`config.mk`:
```
export PLATFORM = sky130hd
export DESIGN_NAME = apb_irq_fetch_master
export DESIGN_NICKNAME = d
export VERILOG_FILES = /design/src/rtl/apb_irq_master_pkg.sv /design/src/rtl/apb_irq_fetch_master.sv
export SDC_FILE = /design/constraint.sdc
export NUM_CORES = 1
export LEC_CHECK = 0
export ABC_CLOCK_PERIOD_IN_PS = 3850
export BUFFER_PORTS_ARGS = -buffer_cell sky130_fd_sc_hd__clkbuf_2
export CORE_UTILIZATION = 44
export DETAILED_ROUTE_END_ITERATION = 12
export PLACE_DENSITY = 0.79
export SLEW_MARGIN = 20
export SYNTH_ARGS = -nofsm -noshare
export SYNTH_HDL_FRONTEND = slang
export SYNTH_SLANG_ARGS = --single-unit
```
`constraint.sdc`:
```
create_clock -name HCLK -period 3.85 [get_ports HCLK]
set_clock_uncertainty 0.05 [all_clocks]
set_input_delay 0.385 -clock HCLK [delete_from_list [all_inputs] [get_ports HCLK]]
set_output_delay 0.385 -clock HCLK [all_outputs]
set_load 0.005 [all_outputs]
```
`src/rtl/apb_irq_master_pkg.sv`:
```
// Shared types and register offsets for the APB event-unit fetch master.
// Offsets mirror the event unit's word-indexed register map.
package apb_irq_master_pkg;

   typedef enum logic [1:0] {
      ST_IDLE   = 2'd0,
      ST_SETUP  = 2'd1,
      ST_ACCESS = 2'd2
   } state_e;

   localparam int REG_IDX_ENABLE  = 0;
   localparam int REG_IDX_PENDING = 1;
   localparam int REG_IDX_ACK     = 2;

   localparam int ADDR_W = 12;

   localparam logic [ADDR_W-1:0] OFFS_ENABLE  = ADDR_W'(REG_IDX_ENABLE * 4);
   localparam logic [ADDR_W-1:0] OFFS_PENDING = ADDR_W'(REG_IDX_PENDING * 4);
   localparam logic [ADDR_W-1:0] OFFS_ACK     = ADDR_W'(REG_IDX_ACK * 4);

   typedef struct packed {
      logic              write;
      logic [ADDR_W-1:0] addr;
      logic [31:0]       wdata;
      logic              is_fetch;
   } req_t;

endpackage

```
`src/rtl/apb_irq_fetch_master.sv`:
```
// APB initiator that drains the event unit's ACK register while irq is high
// and forwards single config accesses from the core-side request port.
//
// state  | meaning
// IDLE   | no transfer; arbitrate config request vs. ACK fetch
// SETUP  | APB setup phase (PSEL=1, PENABLE=0)
// ACCESS | APB access phase, waiting for PREADY or timeout
module apb_irq_fetch_master
   import apb_irq_master_pkg::*;
#(
   parameter int                        APB_ADDR_WIDTH = 12,
   parameter logic [APB_ADDR_WIDTH-1:0] ACK_ADDR       = APB_ADDR_WIDTH'(OFFS_ACK),
   parameter int                        TIMEOUT_CYCLES = 16
) (
   input  logic                      HCLK,
   input  logic                      HRESET,
   input  logic                      fetch_en_i,
   input  logic                      irq_i,
   output logic [APB_ADDR_WIDTH-1:0] PADDR,
   output logic [31:0]               PWDATA,
   output logic                      PWRITE,
   output logic                      PSEL,
   output logic                      PENABLE,
   input  logic [31:0]               PRDATA,
   input  logic                      PREADY,
   input  logic                      PSLVERR,
   input  logic                      cfg_valid_i,
   output logic                      cfg_ready_o,
   input  logic                      cfg_write_i,
   input  logic [APB_ADDR_WIDTH-1:0] cfg_addr_i,
   input  logic [31:0]               cfg_wdata_i,
   output logic                      cfg_rsp_valid_o,
   output logic [31:0]               cfg_rsp_rdata_o,
   output logic                      cfg_rsp_err_o,
   output logic                      evt_valid_o,
   output logic [31:0]               evt_id_o,
   input  logic                      evt_ready_i,
   output logic                      err_o
);

   localparam logic [7:0] CNT_LAST = 8'(TIMEOUT_CYCLES - 1);

   state_e      r_state;
   state_e      w_state_nxt;
   req_t        r_req;
   logic [7:0]  r_cnt;
   logic        r_evt_valid;
   logic [31:0] r_evt_id;
   logic        r_rsp_valid;
   logic [31:0] r_rsp_rdata;
   logic        r_rsp_err;
   logic        r_err;

   logic w_take_cfg;
   logic w_take_fetch;
   logic w_done_ok;
   logic w_timeout;
   logic w_xfer_end;
   logic w_xfer_err;

   // Config wins over fetch; a full event buffer blocks fetching.
   assign w_take_cfg   = (r_state == ST_IDLE) && cfg_valid_i;
   assign w_take_fetch = (r_state == ST_IDLE) && !cfg_valid_i && fetch_en_i
                         && irq_i && !r_evt_valid;
   assign w_done_ok    = (r_state == ST_ACCESS) && PREADY;
   assign w_timeout    = (r_state == ST_ACCESS) && !PREADY && (r_cnt == CNT_LAST);
   assign w_xfer_end   = w_done_ok || w_timeout;
   assign w_xfer_err   = (w_done_ok && PSLVERR) || w_timeout;

   always_comb begin
      w_state_nxt = r_state;
      case (r_state)
         ST_IDLE:   if (w_take_cfg || w_take_fetch) w_state_nxt = ST_SETUP;
         ST_SETUP:  w_state_nxt = ST_ACCESS;
         ST_ACCESS: if (w_xfer_end) w_state_nxt = ST_IDLE;
         default:   w_state_nxt = ST_IDLE;
      endcase
   end

   always_ff @(posedge HCLK or posedge HRESET) begin
      if (HRESET) r_state <= ST_IDLE;
      else        r_state <= w_state_nxt;
   end

   always_ff @(posedge HCLK or posedge HRESET) begin
      if (HRESET) begin
         r_req <= '0;
      end else if (w_take_cfg) begin
         r_req.write    <= cfg_write_i;
         r_req.addr     <= ADDR_W'(cfg_addr_i);
         r_req.wdata    <= cfg_wdata_i;
         r_req.is_fetch <= 1'b0;
      end else if (w_take_fetch) begin
         r_req.write    <= 1'b0;
         r_req.addr     <= ADDR_W'(ACK_ADDR);
         r_req.wdata    <= '0;
         r_req.is_fetch <= 1'b1;
      end
   end

   // Counts ACCESS cycles without PREADY; cleared outside ACCESS.
   always_ff @(posedge HCLK or posedge HRESET) begin
      if (HRESET)                             r_cnt <= '0;
      else if (r_state != ST_ACCESS)          r_cnt <= '0;
      else if (!PREADY)                       r_cnt <= r_cnt + 8'd1;
   end

   always_ff @(posedge HCLK or posedge HRESET) begin
      if (HRESET) begin
         r_rsp_valid <= 1'b0;
         r_rsp_rdata <= '0;
         r_rsp_err   <= 1'b0;
         r_err       <= 1'b0;
      end else begin
         r_rsp_valid <= w_xfer_end && !r_req.is_fetch;
         r_rsp_err   <= w_xfer_err && !r_req.is_fetch;
         r_rsp_rdata <= (w_done_ok && !r_req.is_fetch && !r_req.write) ? PRDATA : 32'd0;
         r_err       <= w_xfer_err;
      end
   end

   // A zero ACK value means nothing was pending; it is dropped.
   always_ff @(posedge HCLK or posedge HRESET) begin
      if (HRESET) begin
         r_evt_valid <= 1'b0;
         r_evt_id    <= '0;
      end else if (w_done_ok && r_req.is_fetch && !PSLVERR && (PRDATA != 32'd0)) begin
         r_evt_valid <= 1'b1;
         r_evt_id    <= PRDATA;
      end else if (r_evt_valid && evt_ready_i) begin
         r_evt_valid <= 1'b0;
      end
   end

   assign PSEL            = (r_state != ST_IDLE);
   assign PENABLE         = (r_state == ST_ACCESS);
   assign PADDR           = APB_ADDR_WIDTH'(r_req.addr);
   assign PWRITE          = r_req.write;
   assign PWDATA          = r_req.wdata;
   assign cfg_ready_o     = w_take_cfg;
   assign cfg_rsp_valid_o = r_rsp_valid;
   assign cfg_rsp_rdata_o = r_rsp_rdata;
   assign cfg_rsp_err_o   = r_rsp_err;
   assign evt_valid_o     = r_evt_valid;
   assign evt_id_o        = r_evt_id;
   assign err_o           = r_err;

endmodule

```
==> results.md, run 1 <==
* Status: finished clean
* Max frequency at 0.4489 GHz
* WP data required at 3.41 ns
* Area grow syn2layout at 28.13%
* Number of synthesized flops with an enable pin at 0
* Share of cells above drive strength 1 at 51.13%
* # resized after CTS at 0
* Synth Area in XOR/XNOR at 1.231%
* Clk sink count at 124
* DRT Pass-1 Iters at 5
* Initial antenna violation count at 0
* Fillers at 899
* Top cells by count, synth: dfrtp_1, a22o_1, buf_4
* Slew HR at 53.49%
* Post-CTS Repair Setup Buffers at 0
* Die height at 108.4 microns
* Initial Utilization at 45.56%
* Worst VDD drop at 0.3746 mV
* Worst Max-Slew Pin Slew at 0.6977 ns
* Antenna-violating nets left at 0
* ANT cells at 0
* Setup WS pre-CTS at 1.247 ns
* Die extent in x at 108.4 microns
* Root buffer cell: clkbuf_16
* Top Family by Delay on Critical Path: simple AND/OR/NAND/NOR gates
* Clk_lat worst skew at 0.40 ns
* Vias per cell at 4.960
* Row count at 38
* CTS clk-pin slew, worst paths at 0.06 ns
* Crit path launch type: flip-flop
* RSZ-0062 raised after global routing: no
* Final setup viols at 0
* # port buffers at 200
* Die area at 11,750 sq um
* Syn_nets at 442
* Top-count cell post-synth: dfrtp_1
* Fin. Hold Viols at 0
* CP cell instances: nor2_1, and2_2, clkbuf_2
* FFs w/ async S/R, synth at 100.0%
* Largest net degree at the start of global routing at 70
* Starting DRT DRC Count at 85
* Vias in the first global route at 3,329
* Drt total wl at 10.93 mm
* Overflow after GRT at 0
* Core Area at 10,940 sq um
* H-tree depth at 4
* Share of the synthesized area in the top cell type at 62.28%
* Post-synthesis compound-gate area fraction at 8.689%
* Max cap viols at 0
* Ports at 201
* Synthesized area per cell at 14.00 sq um
* Final Cycle Share at 57.86%
* Global-route wire length before repair at 16.71 mm
* DPL Wire Length at 7.638 mm
* Setup slack after layout at 1.622 ns
* # DRC at 0
* Synth Area in Simple Gates at 8.815%
* GRT Total Usage at 19.18%
* Setup crit end kind: primary output
* Max-slew violations at 0
* Netlist cell types at 34
* Synth Flop Type: dfrtp_1
* CTS buffer count at 17
* Routed len/inst at 16.26 microns
* Combinational family with the most area after synthesis: multiplexers
* Crit-path slowest cell: and2_2
* Fin Setup TNS at 0 ns
* Yosys reg bits at 124
* Sequential-to-total area share from yosys stat at 62.28%
* Fin crit period at 2.228 ns
* Count of hold-fix buffers inserted at cts at 0
* GP Congestion at 0.7994
* Setup CP Type: flip-flop to primary output
* Synth top area cells: dfrtp_1, mux2_4, a22o_1
* NumNets Final at 605
* PD cells at 755.1 nW/um^2
* Worst EP arrival at 1.79 ns
* Mapped Area at 4982 sq um
* WP buf/inv at 1
* HP Class: input port to asynchronous set/reset pin
* Max FO, Critical Path at 18
* Clk buf depth at 2
* CTS tree: done
* CP max stage delay at 0.44 ns
* Ys Warns at 0
* Mux share of post-synthesis cell area at 9.819%
* Post-Synth Adder-Cell Area at 0.2511%
* Mapped Cells at 356
* DR vias at 3,333
* Synth area leader: dfrtp_1
* Leakage Power at 3.523 nW
-- worst register-to-register path, cell delays in order, from the launching register on --
cell,delay (ns)
dfrtp_1,0.41
nand2b_4,0.24
nor3_2,0.34
o21ai_4,0.21
buf_4,0.32
mux2_1,0.37
-- sequential cells by signal, summed over array words and instances, names as in the netlist, 2 cells and up --
name,cells
r_state,2
evt_id_o,32
cfg_rsp_rdata_o,32
PADDR,12
PWDATA,32
r_cnt,8
-- final cells by class --
cell class              instances  area [sq um]  share of cell area (%)
inverters                       6         25.02                  0.3920
repair buffers                205          1071                   16.78
clock buffers                  18         429.2                   6.723
clock inverters                14         123.9                   1.940
well taps                     140         175.2                   2.744
multi-input cells             165          1456                   22.81
flip-flops and latches        124          3103                   48.61
-- layout by cell type, fill, tap and decap left out, types with 2 or more instances in the layout --
cell        count
clkinvlp_4      4
mux2_4         29
clkinv_2        4
nand4_1         3
clkinv_4        4
nor2_1         12
nor3_1          2
nand3_1         2
nand2_1         3
dfrtp_1       124
inv_1           5
buf_4           3
o21ai_4         2
xor2_1          6
and3_1          2
a22o_1         44
clkbuf_16      17
mux2i_1         2
clkbuf_2      200
mux2_1          3
nor4_1          9
and2_1         32
-- cells by family after synthesis --
logic type               after synthesis
buffers and inverters                 67
XOR/XNOR                               7
AND/OR/NAND/NOR                       73
adder cells (fa/ha/maj)                1
multiplexers                          34
flip-flops                           124
AO/OA/AOI/OAI                         50
-- per-layer routing --
layer	vias up	routed length [microns]	global-route usage, %
met5	-	0	0
met1	1647	4701	24.45
li1	1521	-	-
met3	11	828	6.872
met4	0	120	6.274
met2	154	5278	30.38
-- final timing paths --
check                             from             endpoint  slack, ns  cells past startpoint
min reg2reg                  PWDATA[4]            PWDATA[4]       0.45                      1
min                             HRESET  cfg_rsp_rdata_o[25]       0.02                      2
min in group HCLK          evt_ready_i          evt_valid_o       0.10                      2
max                         r_state[0]          cfg_ready_o       1.62                      3
max reg2reg                 r_state[0]         evt_id_o[13]       1.78                      5
max in group asynchronous       HRESET   cfg_rsp_rdata_o[9]       2.90                      3
-- power by group --
group | internal [mW] | switching [mW]
logic | 0.769 | 0.570
clock network | 0.886 | 0.577
registers | 1.74 | 0.279
total | 3.39 | 1.43
-- per-stage QoR --
step / cell area (sq um) / hold slack [ns] / power, mW / cells / util [%]
after global routing: 6384 / 0.07928 / 5.097 / 672 / 58.38
final: 6384 / 0.02302 / 4.820 / 672 / 58.38
after CTS: 6356 / 0.05147 / 4.856 / 671 / 58.12
after detailed placement: 5803 / 0.4324 / 3.353 / 639 / 53.07
after floorplan: 4982 / 0.4156 / 2.952 / 356 / -
after global placement: 5796 / 0.4283 / 3.295 / 638 / 53.00
No activity file was read; power rests on OpenSTA's default activity.
==> inputs of run 2 (changes only) <==
--- a/config.mk
+++ b/config.mk
@@ -5,11 +5,11 @@
 export SDC_FILE = /design/constraint.sdc
 export NUM_CORES = 1
 export LEC_CHECK = 0
-export ABC_CLOCK_PERIOD_IN_PS = 3850
+export ABC_CLOCK_PERIOD_IN_PS = 2200
 export BUFFER_PORTS_ARGS = -buffer_cell sky130_fd_sc_hd__clkbuf_2
-export CORE_UTILIZATION = 44
+export CORE_UTILIZATION = 48
 export DETAILED_ROUTE_END_ITERATION = 12
-export PLACE_DENSITY = 0.79
+export PLACE_DENSITY = 0.81
 export SLEW_MARGIN = 20
 export SYNTH_ARGS = -nofsm -noshare
 export SYNTH_HDL_FRONTEND = slang
==> constraint.sdc (replaced) <==
create_clock -name HCLK -period 2.2 [get_ports HCLK]
set_clock_uncertainty 0.05 [all_clocks]
set_input_delay 0.22 -clock HCLK [delete_from_list [all_inputs] [get_ports HCLK]]
set_output_delay 0.22 -clock HCLK [all_outputs]
set_load 0.005 [all_outputs]
==> run 2 against run 1 <==
Register-to-register slack got worse by 1.4 ns. Worst setup slack got worse by 1.5 ns. Core utilization increased by 14 points. Combinational power increased by 91%. Sequential share of layout area decreased by 5.4 points. Sequential cell count unchanged. Final cell count increased by 11%. Largest cell class unchanged. Largest power group unchanged. Highest routed layer unchanged.
==> results.md, run 2 (same netlist as run 1, synthesis figures left out) <==
* Global-route wire length before repair at 21.71 mm
* DRT Pass-1 Iters at 4
* Fin crit period at 2.120 ns
* R2R Path End: evt_id_o[13]
* Die area at 10,790 sq um
* Largest net degree at the start of global routing at 125
* DR vias at 3,776
* Switch share at 29.53%
* Die height at 103.9 microns
* # port buffers at 200
* Worst EP arrival at 2.46 ns
* Leakage Power at 3.868 nW
* Stages on worst setup path at 7
* CP max stage delay at 0.55 ns
* Fin Setup TNS at 0 ns
* Fillers at 627
* Setup CP Type: input port to flip-flop
* Crit-path slowest cell: dlygate4sd3_1
* CP cell instances: dlygate4sd3_1, clkbuf_2, nor4_1, nand4_1, o21ai_4, buf_12, mux2_1
* ANT cells at 0
* Root buffer cell: clkbuf_8
* H-tree depth at 4
* Leading cell types in the layout, fill and taps excluded: clkbuf_2, dfrtp_1, dlygate4sd3_1
* Overflow after GRT at 0
* Ports at 201
* Fin. Hold Viols at 0
* DPL Wire Length at 7.848 mm
* FF-to-FF setup slack at 0.38 ns
* Final setup viols at 0
* WP data required at 2.54 ns
* Worst Setup SP: PRDATA[16]
* Flop pwr share at 41.2%
* Slew HR at 56.19%
* GP Congestion at 0.8035
* Core Area at 9910 sq um
* Clk buf depth at 2
* Antenna-violating nets left at 0
* Clk sink count at 124
* Die extent in x at 103.9 microns
* Worst reg-to-reg path cell count at 5
* Clock power frac at 29.1%
* Max frequency at 0.4718 GHz
* CTS tree: done
* Count of hold-fix buffers inserted at cts at 80
* Comb power frac at 29.7%
* # DRC at 0
* Routed len/inst at 18.32 microns
* Critical R2R Launch: r_state[0]
* CTS buffer count at 17
* Crit path launch type: input port
* # resized after CTS at 0
* Starting DRT DRC Count at 204
* Commonest non-fill, non-tap cell in the layout: clkbuf_2
* Max FO, Critical Path at 26
* Initial antenna violation count at 0
* NumNets Final at 688
* Max cap viols at 0
* Vias per cell at 5.055
* Share of cells above drive strength 1 at 43.97%
* Max-slew violations at 0
* WP buf/inv at 3
* Setup crit end kind: flip-flop
* HP Class: input port to flip-flop
* Area grow syn2layout at 44.22%
* Min Hold Slack at 0.02202 ns
* GRT Total Usage at 26.39%
* Post-CTS Repair Setup Buffers at 0
* CTS clk-pin slew, worst paths at 0.06 ns
* Worst VDD drop at 0.6612 mV
* Clk_lat worst skew at 0.51 ns
* Top Family by Delay on Critical Path: buffers and inverters
* Net Sw Power at 2.542 mW
* CP Capture Point: evt_id_o[13]
* Vias in the first global route at 4,114
* Initial Utilization at 50.28%
* Drt total wl at 13.69 mm
* Power Internal at 6.067 mW
* Row count at 36
* PD cells at 1198 nW/um^2
* RSZ-0062 raised after global routing: no
* Status: finished clean
* Final Cycle Share at 96.35%
* Worst Max-Slew Pin Slew at 0.6572 ns
==> run 2: changes by cell type in the layout (fill, tap and decap cells not counted), moves of 2 or more <==
cell           change
buf_12             +2
dlygate4sd3_1     +80
clkinv_4           -4
clkbuf_1           +3
clkbuf_8           +4
buf_4              +2
==> run 2: how the worst min path moves through the flow <==
stage                 from     endpoint  slack [ns]  depth (start not counted)
2_1_floorplan  evt_ready_i  evt_valid_o        0.25                          1
3_3_place_gp   evt_ready_i  evt_valid_o        0.34                          2
3_5_place_dp   evt_ready_i  evt_valid_o        0.35                          2
4_1_cts             PREADY   r_state[1]    0.000002                          2
5_1_grt             PREADY   r_state[1]        0.02                          2
6_report            PREADY   r_state[1]        0.02                          2
==> run 2: stage by stage <==
step	std cells	utilization (%)	cell area (sq um)	power [mW]	worst slack, ns
finish	747	72.51	7186	8.609	0.08038
detailed placement	636	59.03	5849	5.913	0.1548
CTS	747	72.51	7186	8.587	0.1137
global placement	636	59.03	5849	5.813	0.1758
global route	747	72.51	7186	9.030	0.03221
floorplan	356	-	4986	5.167	0.4047
==> run 2: power by group through the flow <==
stage | Clock (mW) | Sequential, mW | Combinational [mW]
final | 2.51 | 3.54 | 2.56
after global routing | 2.65 | 3.62 | 2.76
after CTS | 2.55 | 3.50 | 2.53
after detailed placement | 0 | 3.51 | 2.41
after global placement | 0 | 3.49 | 2.32
after floorplan | 0 | 3.46 | 1.71
==> run 2: routing by layer <==
layer | global-route usage (%) | vias to the layer above | routed length [microns]
met5 | 0 | - | 0
met4 | 12.04 | 0 | 397
met3 | 8.521 | 32 | 1039
met2 | 44.24 | 192 | 6851
met1 | 30.90 | 1858 | 5396
li1 | - | 1694 | -
==> run 2: worst reg2reg max path, delay by kind of cell (launching register included) <==
family	cells	cell delay (ns)
flops	1	0.39
mux	1	0.35
buf+inv	1	0.20
simple gates	2	0.58
compound gates	1	0.13
==> run 2: final cells by class <==
type                       instances  area, sq um  area share, %
inverter                           6        26.28         0.3657
clock buffer                      24        470.5          6.547
tap                              133        166.4          2.316
timing repair buffer             288         1899          26.43
multi-input combinational        165         1455          20.25
clock inverter                     7        65.06         0.9055
sequential                       124         3103          43.18
==> inputs of run 3 (changes only) <==
--- a/config.mk
+++ b/config.mk
@@ -5,7 +5,7 @@
 export SDC_FILE = /design/constraint.sdc
 export NUM_CORES = 1
 export LEC_CHECK = 0
-export ABC_CLOCK_PERIOD_IN_PS = 2200
+export ABC_CLOCK_PERIOD_IN_PS = 2300
 export BUFFER_PORTS_ARGS = -buffer_cell sky130_fd_sc_hd__clkbuf_2
 export CORE_UTILIZATION = 48
 export DETAILED_ROUTE_END_ITERATION = 12
==> constraint.sdc (replaced) <==
create_clock -name HCLK -period 2.3 [get_ports HCLK]
set_clock_uncertainty 0.05 [all_clocks]
set_input_delay 0.23 -clock HCLK [delete_from_list [all_inputs] [get_ports HCLK]]
set_output_delay 0.23 -clock HCLK [all_outputs]
set_load 0.005 [all_outputs]
==> run 3 against run 2 <==
Total power fell by 2.4%. Non-clock buffer count rose by 1. Cell area rose by 0.78%. Critical path depth did not move. Combinational power fell by 5%. Hold slack improved by 0.015 ns. Global-route usage barely moved. Via count rose by 0.79%. First-iteration DRC count rose by 9.3%. Critical path type unchanged.
==> results.md, run 3 (same netlist as run 1, synthesis figures left out) <==
* Worst Max-Slew Pin Slew at 0.8432 ns
* Worst EP arrival at 2.45 ns
* Fillers at 593
* Ports at 201
* Crit path launch type: input port
* Worst VDD drop at 0.6472 mV
* Post-CTS Repair Setup Buffers at 0
* Fin crit period at 2.116 ns
* Fin Setup TNS at 0 ns
* Top routing layer in use: met4
* # resized after CTS at 0
* Row count at 36
* Final setup viols at 0
* Root buffer cell: clkbuf_8
* Max FO, Critical Path at 26
* GRT Total Usage at 26.43%
* Routed len/inst at 18.24 microns
* CTS tree: done
* Initial Utilization at 50.28%
* Commonest non-fill, non-tap cell in the layout: clkbuf_2
* DRT Pass-1 Iters at 4
* NumNets Final at 689
* Setup crit end kind: flip-flop
* Core Area at 9910 sq um
* Die height at 103.9 microns
* Overflow after GRT at 0
* Setup slack after layout at 0.1838 ns
* Clk_lat worst skew at 0.50 ns
* Max cap viols at 0
* H-tree depth at 4
* # DRC at 0
* Max frequency at 0.4725 GHz
* Max-slew violations at 0
* CTS buffer count at 17
* Setup WS pre-CTS at 0.1993 ns
* Clk sink count at 124
* Vias in the first global route at 4,068
* RSZ-0062 raised after global routing: no
* WP data required at 2.63 ns
* Wire length on met1 at 5.508 mm
* Final Cycle Share at 92.01%
* Initial antenna violation count at 1
* Status: finished clean
* Leading cell types in the layout, fill and taps excluded: clkbuf_2, dfrtp_1, dlygate4sd3_1
* DR vias at 3,806
* GP Congestion at 0.7847
* Drt total wl at 13.67 mm
* PD cells at 1160 nW/um^2
* DPL Wire Length at 7.989 mm
* Vias per cell at 5.081
* Fin. Hold Viols at 0
* Largest net degree at the start of global routing at 50
* Clk buf depth at 2
* Area grow syn2layout at 45.35%
* Share of cells above drive strength 1 at 44.55%
* Setup CP Type: input port to flip-flop
* Starting DRT DRC Count at 223
* Slew HR at 43.67%
* Count of hold-fix buffers inserted at cts at 80
* # port buffers at 200
* Die extent in x at 103.9 microns
* Antenna-violating nets left at 0
* Die area at 10,790 sq um
* Met3 wire len at 975 microns
* Leakage Power at 3.893 nW
* CTS clk-pin slew, worst paths at 0.06 ns
* HP Class: input port to flip-flop
* Global-route wire length before repair at 21.68 mm
* Met2 wire length at 6.760 mm
==> run 3: cell count changes in the layout (fill, tap and decap cells not counted), sizes merged <==
cell and change:
buf +1, bufinv +2, clkbuf -6, clkinv +3, clkinvlp +1, diode +1
==> run 3: path summary, 6_finish.rpt <==
path | start | endpoint | slack (ns) | cells after the start
worst min-delay path | PREADY | r_state[1] | 0.04 | 2
worst max register to register | r_state[1] | PWDATA[11] | 0.44 | 4
max in group asynchronous | HRESET | cfg_rsp_rdata_o[8] | 1.08 | 4
worst min register to register | PWDATA[17] | PWDATA[17] | 0.45 | 1
min in group asynchronous | HRESET | PWDATA[0] | 0.40 | 3
worst max-delay path | PRDATA[12] | evt_id_o[14] | 0.18 | 7
==> run 3: per-layer routing <==
metal / global-route usage, % / up-vias
li1: - / 1695
met1: 31.93 / 1885
met2: 43.52 / 192
met3: 7.895 / 34
met4: 12.45 / 0
met5: 0 / -
==> run 3: per-stage QoR <==
stage / instances / hold WS (ns) / power, mW / instance area [sq um] / utilization [%]
2_1_floorplan: 356 / 0.2606 / 4.942 / 4986 / -
3_3_place_gp: 637 / 0.3512 / 5.570 / 5869 / 59.23
3_5_place_dp: 637 / 0.3609 / 5.662 / 5869 / 59.23
4_1_cts: 748 / 0.01517 / 8.363 / 7239 / 73.06
5_1_grt: 749 / 0.04284 / 8.785 / 7242 / 73.08
6_report: 749 / 0.03669 / 8.399 / 7242 / 73.08
==> run 3: report_power, final <==
group	switching [mW]	leakage (nW)	internal, mW
Clock	0.931	0.276	1.63
Combinational	1.05	1.99	1.39
Sequential	0.481	1.63	2.91
==> run 3: cell type report <==
| class | count | area, sq um | area share (%) |
|---|---|---|---|
| Sequential cell | 124 | 3103 | 42.85 |
| Timing Repair Buffer | 289 | 1919 | 26.50 |
| Multi-Input combinational cell | 165 | 1455 | 20.09 |
| Clock buffer | 18 | 417.9 | 5.771 |
| Tap cell | 133 | 166.4 | 2.298 |
| Clock inverter | 13 | 151.4 | 2.091 |
| Inverter | 6 | 26.28 | 0.3628 |
| Antenna cell | 1 | 2.502 | 0.03455 |
==> run 3: worst max-delay path: stages <==
cell,delay [ns]
dlygate4sd3_1,0.55
clkbuf_2,0.14
nor4_1,0.45
nand4_1,0.25
o21ai_4,0.24
buf_12,0.24
mux2_1,0.35
